[src/rtl/rv_ctl_pkg.sv]
`default_nettype none
// +----------------------------------------------------------------------+
// | Package : rv_ctl_pkg                                                 |
// | Shared state encoding, opcodes and datapath select codes for the     |
// | multicycle RV32I-subset control FSM.                                 |
// | Revision: 1.0  initial release                                       |
// +----------------------------------------------------------------------+
package rv_ctl_pkg;

  // Controller states; the numeric values are visible on state_o
  typedef enum logic [3:0] {
    FETCH  = 4'd0,
    DECODE = 4'd1,
    EXEC_R = 4'd2,
    EXEC_I = 4'd3,
    WB_ALU = 4'd4,
    ADDR_L = 4'd5,
    ADDR_S = 4'd6,
    MEM_RD = 4'd7,
    MEM_WR = 4'd8,
    WB_MEM = 4'd9,
    BRANCH = 4'd10,
    JAL    = 4'd11,
    HALT   = 4'd12
  } state_t;

  // Major opcodes
  localparam logic [6:0] OPC_OP     = 7'b0110011;
  localparam logic [6:0] OPC_OP_IMM = 7'b0010011;
  localparam logic [6:0] OPC_LOAD   = 7'b0000011;
  localparam logic [6:0] OPC_STORE  = 7'b0100011;
  localparam logic [6:0] OPC_BRANCH = 7'b1100011;
  localparam logic [6:0] OPC_JAL    = 7'b1101111;

  // Word-sized load/store is the only width supported
  localparam logic [2:0] F3_WORD = 3'b010;

  // PC source
  localparam logic PC_PLUS4 = 1'b0;
  localparam logic PC_ALU   = 1'b1;

  // Writeback source
  localparam logic [1:0] WB_MDR    = 2'd0;
  localparam logic [1:0] WB_ALUOUT = 2'd1;
  localparam logic [1:0] WB_PC     = 2'd2;

  // Immediate format
  localparam logic [2:0] IMM_J = 3'd0;
  localparam logic [2:0] IMM_B = 3'd1;
  localparam logic [2:0] IMM_S = 3'd2;
  localparam logic [2:0] IMM_L = 3'd3;

  // ALU operand selects
  localparam logic [1:0] ALUA_REG = 2'd0;
  localparam logic [1:0] ALUA_PCC = 2'd1;
  localparam logic       ALUB_REG = 1'b0;
  localparam logic       ALUB_IMM = 1'b1;

  // ALU operations, {funct7[5], funct3}
  localparam logic [3:0] ALU_ADD  = 4'b0000;
  localparam logic [3:0] ALU_SUB  = 4'b1000;
  localparam logic [3:0] ALU_SLL  = 4'b0001;
  localparam logic [3:0] ALU_SLT  = 4'b0010;
  localparam logic [3:0] ALU_SLTU = 4'b0011;
  localparam logic [3:0] ALU_XOR  = 4'b0100;
  localparam logic [3:0] ALU_SRL  = 4'b0101;
  localparam logic [3:0] ALU_SRA  = 4'b1101;
  localparam logic [3:0] ALU_OR   = 4'b0110;
  localparam logic [3:0] ALU_AND  = 4'b0111;

endpackage
`default_nettype wire

[src/rtl/rv_alu_dec.sv]
`default_nettype none
// +----------------------------------------------------------------------+
// | Module  : rv_alu_dec                                                 |
// | Maps {opcode, funct3, instr[30]} to the ALU operation used while an  |
// | R- or I-type instruction executes; ADD for everything else.          |
// | Revision: 1.0  initial release                                       |
// +----------------------------------------------------------------------+
module rv_alu_dec
  import rv_ctl_pkg::*;
(
  input  logic [6:0] opcode,
  input  logic [2:0] funct3,
  input  logic       funct7_5,
  output logic [3:0] alusel
);

  // For OP-IMM, instr[30] is immediate data except on shifts-right (SRLI/SRAI)
  always_comb begin
    alusel = ALU_ADD;
    case (opcode)
      OPC_OP:     alusel = {funct7_5, funct3};
      OPC_OP_IMM: alusel = (funct3 == 3'b101) ? {funct7_5, funct3} : {1'b0, funct3};
      default:    alusel = ALU_ADD;
    endcase
  end

endmodule
`default_nettype wire

[src/rtl/rv_ctl.sv]
`default_nettype none
// +----------------------------------------------------------------------+
// | Module  : rv_ctl                                                     |
// | Multicycle control FSM for the RV32I-subset core. Drives every       |
// | datapath enable and select from the current state and the IR.       |
// | Build option: RV_CTL_MEMWAIT_EN - memory states wait for dmem_ready. |
// | Revision: 1.0  initial release                                       |
// +----------------------------------------------------------------------+
module rv_ctl
  import rv_ctl_pkg::*;
#(
  parameter int XLEN = 32
) (
  input  logic            clk,
  input  logic            rst,
  input  logic [XLEN-1:0] instr,
  input  logic            zero,
  input  logic            dmem_ready,
  output logic            pcsourse,
  output logic            pcwrite,
  output logic            pccen,
  output logic            irwrite,
  output logic [1:0]      wbsel,
  output logic            regwen,
  output logic [2:0]      immsel,
  output logic [1:0]      asel,
  output logic            bsel,
  output logic [3:0]      alusel,
  output logic            mdrwrite,
  output logic            dmem_wen,
  output logic            retire,
  output logic            halted,
  output logic [3:0]      state_o
);

  state_t     state_q, state_d;
  logic [6:0] opcode;
  logic [2:0] funct3;
  logic [3:0] alu_exec;
  logic       taken;
  logic       mem_done;
  logic       unused_instr;

  assign opcode = instr[6:0];
  assign funct3 = instr[14:12];
  // BEQ (funct3=000) takes on zero, BNE (funct3=001) on non-zero
  assign taken  = zero ^ funct3[0];
  // Register indices and most immediate bits belong to the datapath only
  assign unused_instr = ^{instr[XLEN-1:31], instr[29:15], instr[11:7]};

`ifdef RV_CTL_MEMWAIT_EN
  assign mem_done = dmem_ready;
`else
  logic unused_dmem_ready;
  assign unused_dmem_ready = dmem_ready;
  assign mem_done          = 1'b1;
`endif

  rv_alu_dec u_alu_dec (
    .opcode   (opcode),
    .funct3   (funct3),
    .funct7_5 (instr[30]),
    .alusel   (alu_exec)
  );

  // Next-state selection, including opcode dispatch and illegal-instruction trap
  always_comb begin
    state_d = state_q;
    case (state_q)
      FETCH:  state_d = DECODE;
      DECODE: begin
        case (opcode)
          OPC_OP:     state_d = EXEC_R;
          OPC_OP_IMM: state_d = EXEC_I;
          OPC_LOAD:   state_d = (funct3 == F3_WORD) ? ADDR_L : HALT;
          OPC_STORE:  state_d = (funct3 == F3_WORD) ? ADDR_S : HALT;
          OPC_BRANCH: state_d = (funct3[2:1] == 2'b00) ? BRANCH : HALT;
          OPC_JAL:    state_d = JAL;
          default:    state_d = HALT;
        endcase
      end
      EXEC_R: state_d = WB_ALU;
      EXEC_I: state_d = WB_ALU;
      WB_ALU: state_d = FETCH;
      ADDR_L: state_d = MEM_RD;
      ADDR_S: state_d = MEM_WR;
      MEM_RD: state_d = mem_done ? WB_MEM : MEM_RD;
      WB_MEM: state_d = FETCH;
      MEM_WR: state_d = mem_done ? FETCH : MEM_WR;
      BRANCH: state_d = FETCH;
      JAL:    state_d = FETCH;
      HALT:   state_d = HALT;
      default: state_d = HALT;
    endcase
  end

  // State register, asynchronously returned to FETCH
  always_ff @(posedge clk or posedge rst) begin
    if (rst) state_q <= FETCH;
    else     state_q <= state_d;
  end

  // Datapath controls per state; reset squashes every enable so an aborted
  // instruction leaves no partial architectural update
  always_comb begin
    pcsourse = PC_PLUS4;
    pcwrite  = 1'b0;
    pccen    = 1'b0;
    irwrite  = 1'b0;
    wbsel    = WB_MDR;
    regwen   = 1'b0;
    immsel   = IMM_J;
    asel     = ALUA_REG;
    bsel     = ALUB_REG;
    alusel   = ALU_ADD;
    mdrwrite = 1'b0;
    dmem_wen = 1'b0;
    retire   = 1'b0;
    halted   = 1'b0;
    case (state_q)
      FETCH: begin
        irwrite = 1'b1;
        pccen   = 1'b1;
        pcwrite = 1'b1;
      end
      DECODE: begin
        // Precompute PCC + imm so ALUOUT holds the branch/jump target
        asel   = ALUA_PCC;
        bsel   = ALUB_IMM;
        alusel = ALU_ADD;
        if (opcode == OPC_BRANCH)   immsel = IMM_B;
        else if (opcode == OPC_JAL) immsel = IMM_J;
        else                        immsel = IMM_L;
      end
      EXEC_R: begin
        alusel = alu_exec;
      end
      EXEC_I: begin
        bsel   = ALUB_IMM;
        immsel = IMM_L;
        alusel = alu_exec;
      end
      WB_ALU: begin
        // Keep the ALU inputs steady through the writeback cycle
        if (opcode == OPC_OP_IMM) begin
          bsel   = ALUB_IMM;
          immsel = IMM_L;
        end
        alusel = alu_exec;
        wbsel  = WB_ALUOUT;
        regwen = 1'b1;
        retire = 1'b1;
      end
      ADDR_L: begin
        bsel   = ALUB_IMM;
        immsel = IMM_L;
      end
      MEM_RD: begin
        bsel     = ALUB_IMM;
        immsel   = IMM_L;
        mdrwrite = 1'b1;
      end
      WB_MEM: begin
        wbsel  = WB_MDR;
        regwen = 1'b1;
        retire = 1'b1;
      end
      ADDR_S: begin
        bsel   = ALUB_IMM;
        immsel = IMM_S;
      end
      MEM_WR: begin
        bsel     = ALUB_IMM;
        immsel   = IMM_S;
        dmem_wen = 1'b1;
        retire   = mem_done;
      end
      BRANCH: begin
        alusel = ALU_SUB;
        retire = 1'b1;
        if (taken) begin
          pcwrite  = 1'b1;
          pcsourse = PC_ALU;
        end
      end
      JAL: begin
        // PC already advanced to PCC + 4 in FETCH, which is the link value
        wbsel    = WB_PC;
        regwen   = 1'b1;
        pcwrite  = 1'b1;
        pcsourse = PC_ALU;
        retire   = 1'b1;
      end
      HALT: begin
        halted = 1'b1;
      end
      default: ;
    endcase
    if (rst) begin
      pcwrite  = 1'b0;
      pccen    = 1'b0;
      irwrite  = 1'b0;
      regwen   = 1'b0;
      mdrwrite = 1'b0;
      dmem_wen = 1'b0;
      retire   = 1'b0;
      halted   = 1'b0;
    end
  end

  assign state_o = state_q;

endmodule
`default_nettype wire

[config.mk]
export PLATFORM = sky130hd
export DESIGN_NAME = rv_ctl
export DESIGN_NICKNAME = d
export VERILOG_FILES = /design/src/rtl/rv_ctl_pkg.sv /design/src/rtl/rv_alu_dec.sv /design/src/rtl/rv_ctl.sv
export SDC_FILE = /design/constraint.sdc
export NUM_CORES = 1
export LEC_CHECK = 0
export BUFFER_PORTS_ARGS = -buffer_cell sky130_fd_sc_hd__buf_2
export CORE_MARGIN = 4
export CORE_UTILIZATION = 38
export DETAILED_ROUTE_END_ITERATION = 12
export GPL_TIMING_DRIVEN = 0
export PLACE_DENSITY = 0.8
export SETUP_SLACK_MARGIN = 0.2
export SLEW_MARGIN = 25
export SYNTH_ARGS = -nofsm -noshare
export SYNTH_HDL_FRONTEND = slang
export SYNTH_HIERARCHICAL = 1
export SYNTH_SLANG_ARGS = --single-unit
[constraint.sdc]
create_clock -name clk -period 1.5 [get_ports clk]
set_input_delay 0.15 -clock clk [delete_from_list [all_inputs] [get_ports clk]]
set_output_delay 0.15 -clock clk [all_outputs]
set_load 0.005 [all_outputs]
**After elaboration in Yosys (flattened, before gate mapping)**

Index checks and enable logic that the tools add are counted.

- Output and inout bits: 25
- Bits in registers: 4
- Input bits: 36

- Reduce and logical (&&, ||, !) cells: 10
- Bitwise logic cells: 1
- Eq/ne operators: 20
- Mux-type cells: 32

Operators by type and width:

| cell | count |
|---|---|
| 4-bit one-hot mux with 7 select lines | 1 |
| 4-bit one-hot mux with 6 select lines | 1 |
| 4-bit == test, second input constant | 5 |
| 4-bit by 3-bit == test with 1-bit output, second input constant | 4 |
| 1-bit two-way mux | 16 |
| 4-bit one-hot mux with 2 select lines | 2 |
| 7-bit by 6-bit == test with 1-bit output, second input constant | 2 |
| 7-bit == test, second input constant | 2 |
| 4-bit two-way mux | 3 |
| 3-bit OR reduction | 3 |
| 4-bit by 2-bit == test with 1-bit output, second input constant | 2 |
| 2-bit one-hot mux with 4 select lines | 1 |
| 7-bit by 2-bit == test with 1-bit output, second input constant | 1 |
| 7-bit by 5-bit == test with 1-bit output, second input constant | 1 |
| 2-bit two-way mux | 3 |
| 1-bit one-hot mux with 2 select lines | 3 |
| 2-bit OR reduction | 3 |
| 6-bit OR reduction | 1 |
| 5-bit OR reduction | 1 |
| 4-bit by 1-bit == test with 1-bit output, second input constant | 1 |
| 4-bit zero test | 1 |
| 2-bit one-hot mux with 2 select lines | 1 |
| 3-bit by 2-bit == test with 1-bit output, second input constant | 1 |
| 3-bit == test, second input constant | 1 |
| other kinds (3) | 3 |

**Depth between registers and ports, before layout**

Gate-level depths: netlist of run 1.

- Depth after elaboration: 4
- Depth in mapped cells: 5
- Mapped depth without buffers: 5

**Modules after synthesis**

Netlist of run 1, hierarchy kept.

Modules (own cells, without submodules):

| module | cells each | area an instance (um^2) | instances |
|---|---|---|---|
| rv_ctl | 94 | 636.9 | 1 |
| rv_alu_dec | 11 | 81.3 | 1 |

**Worst setup path before layout of run 1**

No wires, ideal clock.

- Kind: register -> output
- Start point: register state_q[1], in the netlist state_o[1]
- End point: output port pccen
- Buffers on the path: 2
- Cell stages (with the launch flop): 5
- Slack: 0.040 ns
- Data arrival time: 1.310 ns
- Data required time: 1.350 ns
- Cell sequence: dfrtp_1 -> or2_2 -> clkbuf_1 -> nor4_1 -> buf_4

- Word-level cells in the longest chain between the ends: 3

Ends and longest elaborated chain:

| item | RTL line | source |
|---|---|---|
| start: declaration | rv_ctl.sv:36 | `state_t state_q, state_d;` |
| start signal: assignment | rv_ctl.sv:100 | `else state_q <= state_d;` |
| 4-bit zero test | n/a |  |
| 1-bit two-way mux (2 in series) | n/a |  |
| end: declaration | rv_ctl.sv:21 | `output logic pccen,` |

No other way between the ends.

**Worst setup path in the final report of run 1**

- Start point: register state_q[1], in the netlist state_o[1]
- End point: output port immsel[1]

- Word-level cells in the longest chain between the ends: 3

Ends and longest elaborated chain:

| item | RTL line | source |
|---|---|---|
| 4-bit by 3-bit == test with 1-bit output, or another cell as far along | rv_ctl.sv:120 | `case (state_q)` |
| 3-bit OR reduction (no source line) or 2-bit OR reduction (tied branches) | n/a |  |
| 2-bit one-hot mux with 4 select lines (*) | rv_ctl.sv:120 |  |
| end: declaration | rv_ctl.sv:25 | `output logic [2:0] immsel,` |

Mark *: on every way between the ends. The rest lies on a longest branch, timed or not.

==> reports/metrics.csv, run 1 <==
stage,metric,value,unit
synthesis,ys_ff_latch,4,
floorplan,die_area,0.002650,mm²
setup_path,r2r_cells,6,
timing,report.final.hold_viol_count,0,
synthesis,ys_types,42,
timing,hold_ws,0.2623,ns
place,dp_slack,-0.1139,ns
global_route,grt_use_met1,23.63,%
clocking,clk_latency,0.24,ns
clocking,htreeDepth,1,
timing,post-route-min-period,1.731,ns
hold_path,hold_end,state_o[0]$_DFF_PP0_,
outcome,violations,setup timing,
global_route,use_met2,33.26,%
detailed_routing,vias,1022,
pwr,leakage,0.5465,nW
cells_and_area,fin_nets,194,
place,port_buffers,35,
timing,fin_ws,-0.2308,ns
setup_path,slowest_stage,or4_1,
synthesis,yosysWarnings,6,
detailed_routing,wirelength,2.678,mm
setup_path,crit_start,state_o[1]$_DFF_PP0_,
global_route,gr-total-overflow,0,
timing,finalSetupViolations,15,
run,drv_cap,0,
pwr,power_frac_clock,6.7,%
pwr,sequentialPowerShare,12.1,%
cells_and_area,register_area,102.6,µm²
hold_path,hp-start,instr[1],
floorplan,die_w,51.48,µm
timing,rsz0062_at_grt,yes,
synthesis,ys_seq_area_share,13.94,%
global_route,track_usage,19.30,%
floorplan,core-area,0.001764,mm²
hold_path,whs_path_depth,3,
setup_path,cp-end-kind,output port,
floorplan,ios,61,
pwr,p_int,1.076,mW
pwr,p_sw,922.0,µW
pwr,ir_drop,1.111,mV
global_route,top_usage_layer,met2,
global_route,grt_max_degree,11,
clocking,clock_path_buffers,2,
setup_path,cp.arrival,1.58,ns
synthesis,synth_edf_count,0,
floorplan,initial_core_util,40.71,%
global_route,grt_antenna_before_repair,0,
floorplan,die-height,51.48,µm
setup_path,r2r-start,state_o[1]$_DFF_PP0_,
synthesis,synthFlopType,dfrtp_1,
cells_and_area,layout-drive-gt1-share,55.13,%
setup_path,cp_max_fo,4,
clocking,tritoncts,done,
synthesis,avgSynthCellArea,6.840,µm²
clocking,cts_buffers,3,
detailed_routing,viasPerCell,5.646,
clocking,cts_root_buffer,clkbuf_4,
cells_and_area,area_growth,71.43,%
setup_path,max_stage_delay,0.44,ns
global_route,grt_pass1_vias,879,
setup_path,rr_endpoint,state_o[1]$_DFF_PP0_,
detailed_routing,wl_per_cell,14.80,µm
setup_path,startpoint_type,flip-flop,
cells_and_area,diodes,0,
setup_path,rrSetupSlack,0.08,ns
timing,fmax,577.8,MHz
detailed_routing,first_pass_iters,4,
pwr,p_sw_share,46.16,%
timing,drv_slew,0,
timing,finalCritPeriodShare,115.4,%
global_route,grt_use_met3,3.790,%
clocking,path_clk_slew,0.03,ns
setup_path,cp_cell_sequence,or4_1 -> a32oi_1 -> o211ai_1 -> buf_2,
cells_and_area,fin_util,69.79,%
detailed_routing,remaining_drc_errors,0,
setup_path,path_class,flip-flop to output port,
synthesis,netlist_instances,105,
cells_and_area,layout_commonest_cell,buf_2,
floorplan,rows,15,
place,routabilityCongestion,0.9136,
clocking,cts_sinks,4,
hold_path,hold_path_class,primary input to flip-flop,
place,post_dp_cell_area,959.7,µm²
timing,tightest_slew,0.5107,ns
cells_and_area,multi_input_area,679.4,µm²
cells_and_area,largest_reg_flops,4,
synthesis,synthesis.area,718.2,µm²
cells_and_area,nFillCells,150,
timing,max_slew_margin,65.08,%
cells_and_area,layout_common_cells,"buf_2, buf_4, nor2_1, nand2_1, buf_6",
pwr,powerDensity,1622,mW/mm²
timing,finClkSkew,0.004893,ns
outcome,status,"complete, but fails checks",
setup_path,cp_data_required_time,1.35,ns
detailed_routing,drtIter0Drc,30,
pwr,power,1.998,mW
pwr,p_comb_share,81.1,%
synthesis,async_flop_share,100.0,%
global_route,grt_pass1_wl,3.960,mm
detailed_routing,drtAntennaViolNets,0,
place,dpl.hpwl,1.721,mm
cells_and_area,final_cell_area,0.001231,mm²
worst max-delay path, delay by kind of cell (launching register included):
kind                   cells  cell delay (ns)
and+or+nand+nor            1             0.44
DFF                        1             0.41
AOI/OAI and AO/OA          2             0.36
buffers and inverters      1             0.14
metrics by stage:
step / std cells / TNS [ns]
after global placement: 166 / -0.1412
after global routing: 181 / -3.778
after detailed placement: 166 / -0.2043
final: 181 / -1.998
after floorplan: 106 / 0
after CTS: 176 / -1.476
power by group through the flow:
stage | logic (mW) | registers [mW] | clock network, mW
2_1_floorplan | 0.656 | 0.219 | 0
3_3_place_gp | 0.969 | 0.227 | 0
3_5_place_dp | 0.991 | 0.227 | 0
4_1_cts | 1.21 | 0.229 | 0.146
5_1_grt | 1.74 | 0.254 | 0.161
6_report | 1.62 | 0.243 | 0.135
repair_timing:
item,4_1_cts,5_1_grt
pin swaps,3,10
buffers inserted,6,5
endpoints found under the setup margin,21,23
hold endpoints to repair,4,0
gates resized for setup,16,29
hold buffers,1,0
cell families after synthesis:
family                 synth area share (%)
AND/OR/NAND/NOR                       44.08
AO/OA/AOI/OAI                         28.05
buffers and inverters                 9.407
flip-flops                            13.94
XOR/XNOR                              2.439
multiplexers                          1.568
other                                0.5221
layout make-up:
| cell class | count | share of cell area, % |
|---|---|---|
| Buffer | 9 | 6.911 |
| Clock buffer | 3 | 1.829 |
| Inverter | 6 | 1.829 |
| Multi-Input combinational cell | 87 | 55.18 |
| Sequential cell | 4 | 8.333 |
| Tap cell | 25 | 2.541 |
| Timing Repair Buffer | 47 | 23.37 |
synth_stat cells (2+ instances only):
library cell / n / area [µm²]
nor3_1: 9 / 45.04
a21boi_0: 2 / 15.01
o211ai_1: 2 / 15.01
nor4_1: 2 / 12.51
inv_1: 6 / 22.52
xor2_1: 2 / 17.52
clkbuf_1: 6 / 22.52
nand2b_1: 5 / 31.28
or2_2: 2 / 12.51
nor2_1: 10 / 37.54
nor2b_1: 2 / 12.51
nand2_1: 8 / 30.03
o21ai_0: 6 / 30.03
buf_4: 3 / 22.52
dfrtp_1: 4 / 100.1
a21oi_1: 7 / 35.03
o22ai_1: 2 / 12.51
and2_1: 3 / 18.77
routing by layer:
metal  share of wire (%)  vias up
met5                   0        -
met4                 1.7        0
met3                 6.1        4
met2                  53       43
met1                  40      491
li1                    -      484
how the worst max path moves through the flow:
| stage | endpoint | cells after the start | slack (ns) |
|---|---|---|---|
| floorplan | pccen | 3 | 0.18 |
| global placement | immsel[1] | 6 | -0.11 |
| detailed placement | immsel[1] | 6 | -0.11 |
| CTS | pcwrite | 5 | -0.18 |
| global route | alusel[1] | 6 | -0.35 |
| finish | immsel[1] | 4 | -0.23 |
Power figures use the tool's default switching activity.
==> run 2: changes to the inputs <==
--- a/config.mk
+++ b/config.mk
@@ -7,10 +7,11 @@
 export LEC_CHECK = 0
 export BUFFER_PORTS_ARGS = -buffer_cell sky130_fd_sc_hd__buf_2
 export CORE_MARGIN = 4
-export CORE_UTILIZATION = 38
+export CORE_UTILIZATION = 39
+export CTS_BUF_LIST = sky130_fd_sc_hd__clkbuf_4 sky130_fd_sc_hd__clkbuf_8
 export DETAILED_ROUTE_END_ITERATION = 12
 export GPL_TIMING_DRIVEN = 0
-export PLACE_DENSITY = 0.8
+export PLACE_DENSITY = 0.82
 export SETUP_SLACK_MARGIN = 0.2
 export SLEW_MARGIN = 25
 export SYNTH_ARGS = -nofsm -noshare
==> constraint.sdc (replaced) <==
create_clock -name clk -period 1.5 [get_ports clk]
set_input_delay 0.225 -clock clk [delete_from_list [all_inputs] [get_ports clk]]
set_output_delay 0.225 -clock clk [all_outputs]
set_load 0.005 [all_outputs]
==> run 2 against run 1 <==
  * The run still ends with setup timing left
  * Global-route usage is 1.9 points lower
  * Flip-flop and latch count stayed put
  * Count of clock-buffer cells in the layout stayed put
  * Non-clock buffer count stayed put
  * Via count is 2.3% higher
  * Setup slack worse by 0.13 ns
  * Maximum frequency is 7.1% lower
  * Sequential share of layout area is 0.29 points lower
  * Combinational power is 9% higher
  * Largest power group unchanged
  * Highest routed layer unchanged
  * Power is 7.6% higher
  * Critical path depth stayed put
==> reports/metrics.csv, run 2 (synthesis gave the netlist of run 1 again) <==
stage,metric,value,unit,change
setup_path,cp.arrival,1.64,ns,+0.06 ns
place,dp_slack,-0.2691,ns,-0.1552 ns
detailed_routing,wl_per_cell,15.89,µm,+7.4%
clocking,cts_root_buffer,clkbuf_4,,
clocking,cts_buffers,3,,unchanged
global_route,gr-total-overflow,0,,unchanged
place,routabilityCongestion,0.9178,,+0.46%
clocking,hold_buffers,0,,-1
cells_and_area,diodes,0,,unchanged
detailed_routing,met2_length,1.558,mm,+11%
global_route,grt_pass1_vias,842,,-4.2%
setup_path,slowest_stage,or4_4,,
floorplan,initial_core_util,41.59,%,+0.88 points
detailed_routing,top_layer,met4,,
timing,finClkSkew,0.003701,ns,-0.001192 ns
run,drv_cap,0,,unchanged
cells_and_area,layout_commonest_cell,buf_2,,
setup_path,cp_data_required_time,1.27,ns,-0.08 ns
clocking,path_clk_slew,0.04,ns,about the same
global_route,track_usage,17.42,%,-1.9 points
setup_path,path_class,flip-flop to output port,,
detailed_routing,wirelength,2.876,mm,+7.4%
place,port_buffers,35,,unchanged
timing,drv_slew,0,,unchanged
timing,fmax,536.9,MHz,-7.1%
timing,tightest_slew,0.5777,ns,+0.06699 ns
floorplan,core-area,0.001727,mm²,-2.1%
clocking,clock_path_buffers,2,,unchanged
cells_and_area,area_growth,79.79,%,
floorplan,die_area,0.002592,mm²,-2.2%
global_route,grt_pass1_wl,3.553,mm,-10%
cells_and_area,fin_util,74.78,%,+5.0 points
pwr,powerDensity,1665,mW/mm²,+2.6%
detailed_routing,remaining_drc_errors,0,,unchanged
floorplan,ios,61,,unchanged
global_route,grt_antenna_before_repair,0,,unchanged
timing,max_slew_margin,61.49,%,-3.6 points
clocking,tritoncts,done,,
floorplan,die_w,50.91,µm,-1.1%
timing,finalSetupViolations,18,,+3
detailed_routing,first_pass_iters,4,,unchanged
setup_path,max_stage_delay,0.50,ns,+0.06 ns
outcome,status,"complete, but fails checks",,
cells_and_area,layout-drive-gt1-share,59.62,%,+4.5 points
floorplan,die-height,50.91,µm,-1.1%
timing,finalCritPeriodShare,124.2,%,+8.8 points
detailed_routing,viasPerCell,5.773,,+2.3%
cells_and_area,nFillCells,129,,-14%
cells_and_area,largest_reg_flops,4,,unchanged
detailed_routing,wl_met3,156,µm,-4.9%
setup_path,cp-end-kind,output port,,
floorplan,rows,15,,unchanged
timing,rsz0062_at_grt,yes,,
hold_path,hold_path_class,primary input to asynchronous set/reset pin,,
cells_and_area,fin_nets,194,,unchanged
clocking,clk_latency,0.24,ns,about the same
detailed_routing,m1WireLength,1.094,mm,+3.3%
setup_path,cp_cell_sequence,or4_4 -> a32oi_2 -> o211ai_1 -> buf_2,,
setup_path,startpoint_type,flip-flop,,
detailed_routing,vias,1045,,+2.3%
timing,post-route-min-period,1.863,ns,+0.1317 ns
outcome,violations,setup timing,,
pwr,ir_drop,1.132,mV,+1.9%
clocking,htreeDepth,1,,unchanged
cells_and_area,layout_common_cells,"buf_2, buf_4, nand2_1, nor2_1, inv_1",,
global_route,grt_max_degree,11,,unchanged
detailed_routing,drtIter0Drc,20,,-33%
clocking,cts_sinks,4,,unchanged
timing,report.final.hold_viol_count,0,,unchanged
pwr,power,2.149,mW,+7.6%
pwr,leakage,0.5718,nW,+4.6%
setup_path,cp_max_fo,4,,unchanged
place,dpl.hpwl,1.769,mm,+2.8%
detailed_routing,drtAntennaViolNets,0,,unchanged
timing,fin_ws,-0.3625,ns,-0.1317 ns
[run 2: path summary, 6_finish.rpt]
kind | startpoint | to | slack, ns | depth (start not counted)
max | state_o[1]$_DFF_PP0_ | immsel[1] | -0.36 | 4
max reg2reg | state_o[1]$_DFF_PP0_ | state_o[0]$_DFF_PP0_ | -0.05 | 7
min in group clk | instr[1] | state_o[0]$_DFF_PP0_ | 0.34 | 3
max in group asynchronous | rst | state_o[2]$_DFF_PP0_ | 1.19 | 2
min reg2reg | state_o[0]$_DFF_PP0_ | state_o[2]$_DFF_PP0_ | 0.68 | 2
min | rst | state_o[1]$_DFF_PP0_ | 0.12 | 2
[run 2: worst max-delay path: cells and delay by family (launching register included)]
kind	cells	cell delay [ns]
flops	1	0.40
compound gates	2	0.35
buf+inv	1	0.15
simple gates	1	0.50
[run 2: report_power, final]
part / internal, mW / leakage [nW] / switching (mW)
clock network: 0.0895 / 0.0138 / 0.0447
logic: 0.916 / 0.511 / 0.856
registers: 0.164 / 0.0473 / 0.0790
total: 1.17 / 0.572 / 0.980
[run 2: stage by stage]
step / setup TNS (ns) / std cells / hold slack [ns] / area, µm²
global route: -4.446 / 181 / 0.1554 / 1291
floorplan: 0 / 106 / 0.1958 / 768.2
detailed placement: -0.4860 / 166 / 0.2495 / 974.7
global placement: -0.3339 / 166 / 0.2401 / 974.7
finish: -3.531 / 181 / 0.1234 / 1291
CTS: -3.050 / 175 / 0.06328 / 1142
[run 2: cell type report]
type / instances / area (µm²) / area share, %
well taps: 25 / 31.28 / 2.422
repair buffers: 47 / 282.8 / 21.90
inverters: 6 / 22.52 / 1.744
multi-input cells: 87 / 718.2 / 55.62
flip-flops and latches: 4 / 103.9 / 8.043
clock buffers: 3 / 22.52 / 1.744
plain buffers: 9 / 110.1 / 8.527
[run 2: what timing repair did]
action | in CTS | in global routing
pin swaps | 2 | 12
hold endpoints to repair | 0 | 0
endpoints found under the setup margin | 21 | 23
resized for setup | 25 | 27
setup buffers | 6 | 6
[run 2: layer usage]
| layer | track usage, % | vias to the layer above |
|---|---|---|
| li1 | - | 486 |
| met1 | 20.42 | 495 |
| met2 | 32.19 | 54 |
| met3 | 1.166 | 10 |
| met4 | 7.175 | 0 |
| met5 | 0 | - |
==> run 3: changes to the inputs <==
--- a/config.mk
+++ b/config.mk
@@ -5,13 +5,14 @@
 export SDC_FILE = /design/constraint.sdc
 export NUM_CORES = 1
 export LEC_CHECK = 0
+export ABC_CLOCK_PERIOD_IN_PS = 1540
 export BUFFER_PORTS_ARGS = -buffer_cell sky130_fd_sc_hd__buf_2
 export CORE_MARGIN = 4
-export CORE_UTILIZATION = 39
+export CORE_UTILIZATION = 35
 export CTS_BUF_LIST = sky130_fd_sc_hd__clkbuf_4 sky130_fd_sc_hd__clkbuf_8
 export DETAILED_ROUTE_END_ITERATION = 12
 export GPL_TIMING_DRIVEN = 0
-export PLACE_DENSITY = 0.82
+export PLACE_DENSITY = 0.77
 export SETUP_SLACK_MARGIN = 0.2
 export SLEW_MARGIN = 25
 export SYNTH_ARGS = -nofsm -noshare
==> constraint.sdc (replaced) <==
create_clock -name clk -period 1.54 [get_ports clk]
set_input_delay 0.231 -clock clk [delete_from_list [all_inputs] [get_ports clk]]
set_output_delay 0.231 -clock clk [all_outputs]
set_load 0.005 [all_outputs]
==> run 3 against run 2 <==
  * The run still ends with setup timing left
  * Die area increased by 9.6%
  * First-iteration DRC count increased by 20%
  * Final area decreased by 0.68%
  * Register-to-register slack improved by 0.10 ns
  * Core utilization decreased by 9.4 points
  * Non-clock buffer count unchanged
  * Highest routed layer unchanged
==> reports/metrics.csv, run 3 (synthesis gave the netlist of run 1 again) <==
stage,metric,value,unit,change
outcome,status,"complete, but fails checks",,
outcome,violations,setup timing,,
clocking,htreeDepth,1,,unchanged
setup_path,max_stage_delay,0.44,ns,-0.06 ns
run,drv_cap,0,,unchanged
detailed_routing,wl_per_cell,16.19,µm,+1.9%
setup_path,path_class,flip-flop to output port,,
detailed_routing,m1WireLength,1.096,mm,+0.18%
clocking,cts_root_buffer,clkbuf_4,,
floorplan,rows,16,,+1
timing,rsz0062_at_grt,yes,,
detailed_routing,vias,1054,,+0.86%
cells_and_area,nFillCells,165,,+28%
cells_and_area,area_growth,78.57,%,
global_route,track_usage,18.16,%,+0.74 points
timing,report.final.hold_viol_count,0,,unchanged
place,dpl.hpwl,1.776,mm,+0.40%
floorplan,die_area,0.002841,mm²,+9.6%
setup_path,cp_top_family,simple AND/OR/NAND/NOR gates,,
cells_and_area,layout_commonest_cell,buf_2,,
detailed_routing,drtAntennaViolNets,0,,unchanged
clocking,cts_buffers,3,,unchanged
setup_path,cp.arrival,1.59,ns,-0.05 ns
pwr,leakage,0.5754,nW,+0.63%
place,port_buffers,35,,unchanged
cells_and_area,layout-drive-gt1-share,58.33,%,-1.3 points
detailed_routing,wl_met3,174,µm,+12%
pwr,ir_drop,1.058,mV,-6.6%
setup_path,crit_buf_inv,1,,unchanged
clocking,tritoncts,done,,
detailed_routing,wirelength,2.963,mm,+3.0%
clocking,cts_sinks,4,,unchanged
setup_path,cp_cell_sequence,or4_4 -> a32oi_2 -> o211ai_1 -> buf_2,,
detailed_routing,viasPerCell,5.760,,-0.24%
setup_path,startpoint_type,flip-flop,,
hold_path,hold_path_class,primary input to asynchronous set/reset pin,,
detailed_routing,remaining_drc_errors,0,,unchanged
global_route,gr-total-overflow,0,,unchanged
timing,finalCritPeriodShare,118.5,%,
detailed_routing,drtIter0Drc,24,,+20%
setup_path,slowest_stage,or4_4,,
floorplan,die-height,53.30,µm,+4.7%
timing,fmax,548.0,MHz,
place,routabilityCongestion,0.7912,,-14%
cells_and_area,layout_common_cells,"buf_2, buf_4, nor2_1",,
global_route,grt_pass1_vias,846,,+0.48%
clocking,path_clk_slew,0.04,ns,about the same
timing,fin_ws,-0.2848,ns,+0.07769 ns
timing,post-route-min-period,1.825,ns,
setup_path,cp_max_fo,5,,+1
global_route,grt_antenna_before_repair,0,,unchanged
detailed_routing,top_layer,met4,,
clocking,clock_path_buffers,2,,unchanged
pwr,power,1.986,mW,-7.6%
detailed_routing,met2_length,1.619,mm,+3.9%
floorplan,initial_core_util,36.61,%,-5.0 points
clocking,hold_buffers,0,,unchanged
timing,finalSetupViolations,16,,-2
timing,finClkSkew,0.001879,ns,-0.001822 ns
floorplan,core-area,0.001962,mm²,+14%
cells_and_area,largest_reg_flops,4,,unchanged
floorplan,die_w,53.30,µm,+4.7%
timing,drv_slew,0,,unchanged
clocking,clk_latency,0.24,ns,about the same
global_route,grt_max_degree,11,,unchanged
setup_path,cp-end-kind,output port,,
cells_and_area,diodes,0,,unchanged
cells_and_area,fin_nets,194,,unchanged
floorplan,ios,61,,unchanged
global_route,grt_pass1_wl,3.795,mm,+6.8%
setup_path,cp_data_required_time,1.31,ns,+0.04 ns
detailed_routing,first_pass_iters,4,,unchanged
cells_and_area,final_cell_area,0.001282,mm²,-0.68%
pwr,powerDensity,1548,mW/mm²,-7.0%
place,post_dp_cell_area,970.9,µm²,-0.39%
run 3: layout make-up:
type                    instances  area [µm²]  share of cell area, %
repair buffers                 47       290.3                  22.63
clock buffers                   3       22.52                  1.756
plain buffers                   9       82.58                  6.439
well taps                      27       33.78                  2.634
flip-flops and latches          4       103.9                  8.098
multi-input cells              87       726.9                  56.68
inverters                       6       22.52                  1.756
run 3: what timing repair did:
action,CTS,global route
gates cloned,0,1
setup buffers,5,6
endpoints found under the setup margin,21,22
gates resized for setup,12,44
pin swaps,4,7
run 3: worst paths after layout:
kind	from	end	slack (ns)	cells after the start
worst min-delay path	rst	state_o[3]$_DFF_PP0_	0.06	2
worst max-delay path	state_o[1]$_DFF_PP0_	immsel[1]	-0.28	4
worst min register to register	state_o[0]$_DFF_PP0_	state_o[1]$_DFF_PP0_	0.71	3
min in group clk	instr[1]	state_o[0]$_DFF_PP0_	0.35	3
max in group asynchronous	rst	state_o[2]$_DFF_PP0_	1.29	2
worst max register to register	state_o[1]$_DFF_PP0_	state_o[1]$_DFF_PP0_	0.05	7
run 3: worst register-to-register path, delay by kind of cell, from the launching register on:
family / cells / cell delay (ns)
and+or+nand+nor: 2 / 0.35
AOI/OAI and AO/OA: 2 / 0.22
DFF: 1 / 0.43
buffers and inverters: 3 / 0.41
run 3: metrics by stage:
step | util, % | cells | hold slack [ns] | setup slack, ns | setup TNS (ns)
2_1_floorplan | - | 106 | 0.2018 | 0.1358 | 0
3_3_place_gp | 49.49 | 168 | 0.2382 | -0.2121 | -0.3669
3_5_place_dp | 49.49 | 168 | 0.2547 | -0.2340 | -0.6373
4_1_cts | 54.46 | 176 | 0.01378 | -0.2563 | -2.643
5_1_grt | 65.37 | 183 | 0.07844 | -0.3255 | -3.417
6_report | 65.37 | 183 | 0.06322 | -0.2848 | -2.561
run 3: report_power, final:
part | total, mW | internal (mW) | switching, mW | leakage [nW]
logic | 1.62 | 0.822 | 0.796 | 0.515
clock network | 0.138 | 0.0877 | 0.0505 | 0.0138
registers | 0.230 | 0.159 | 0.0710 | 0.0470
run 3: routing by layer:
layer	up-vias	global-route usage, %
met3	10	2.254
li1	482	-
met1	519	20.30
met5	-	0
met2	43	32.65
met4	0	9.787
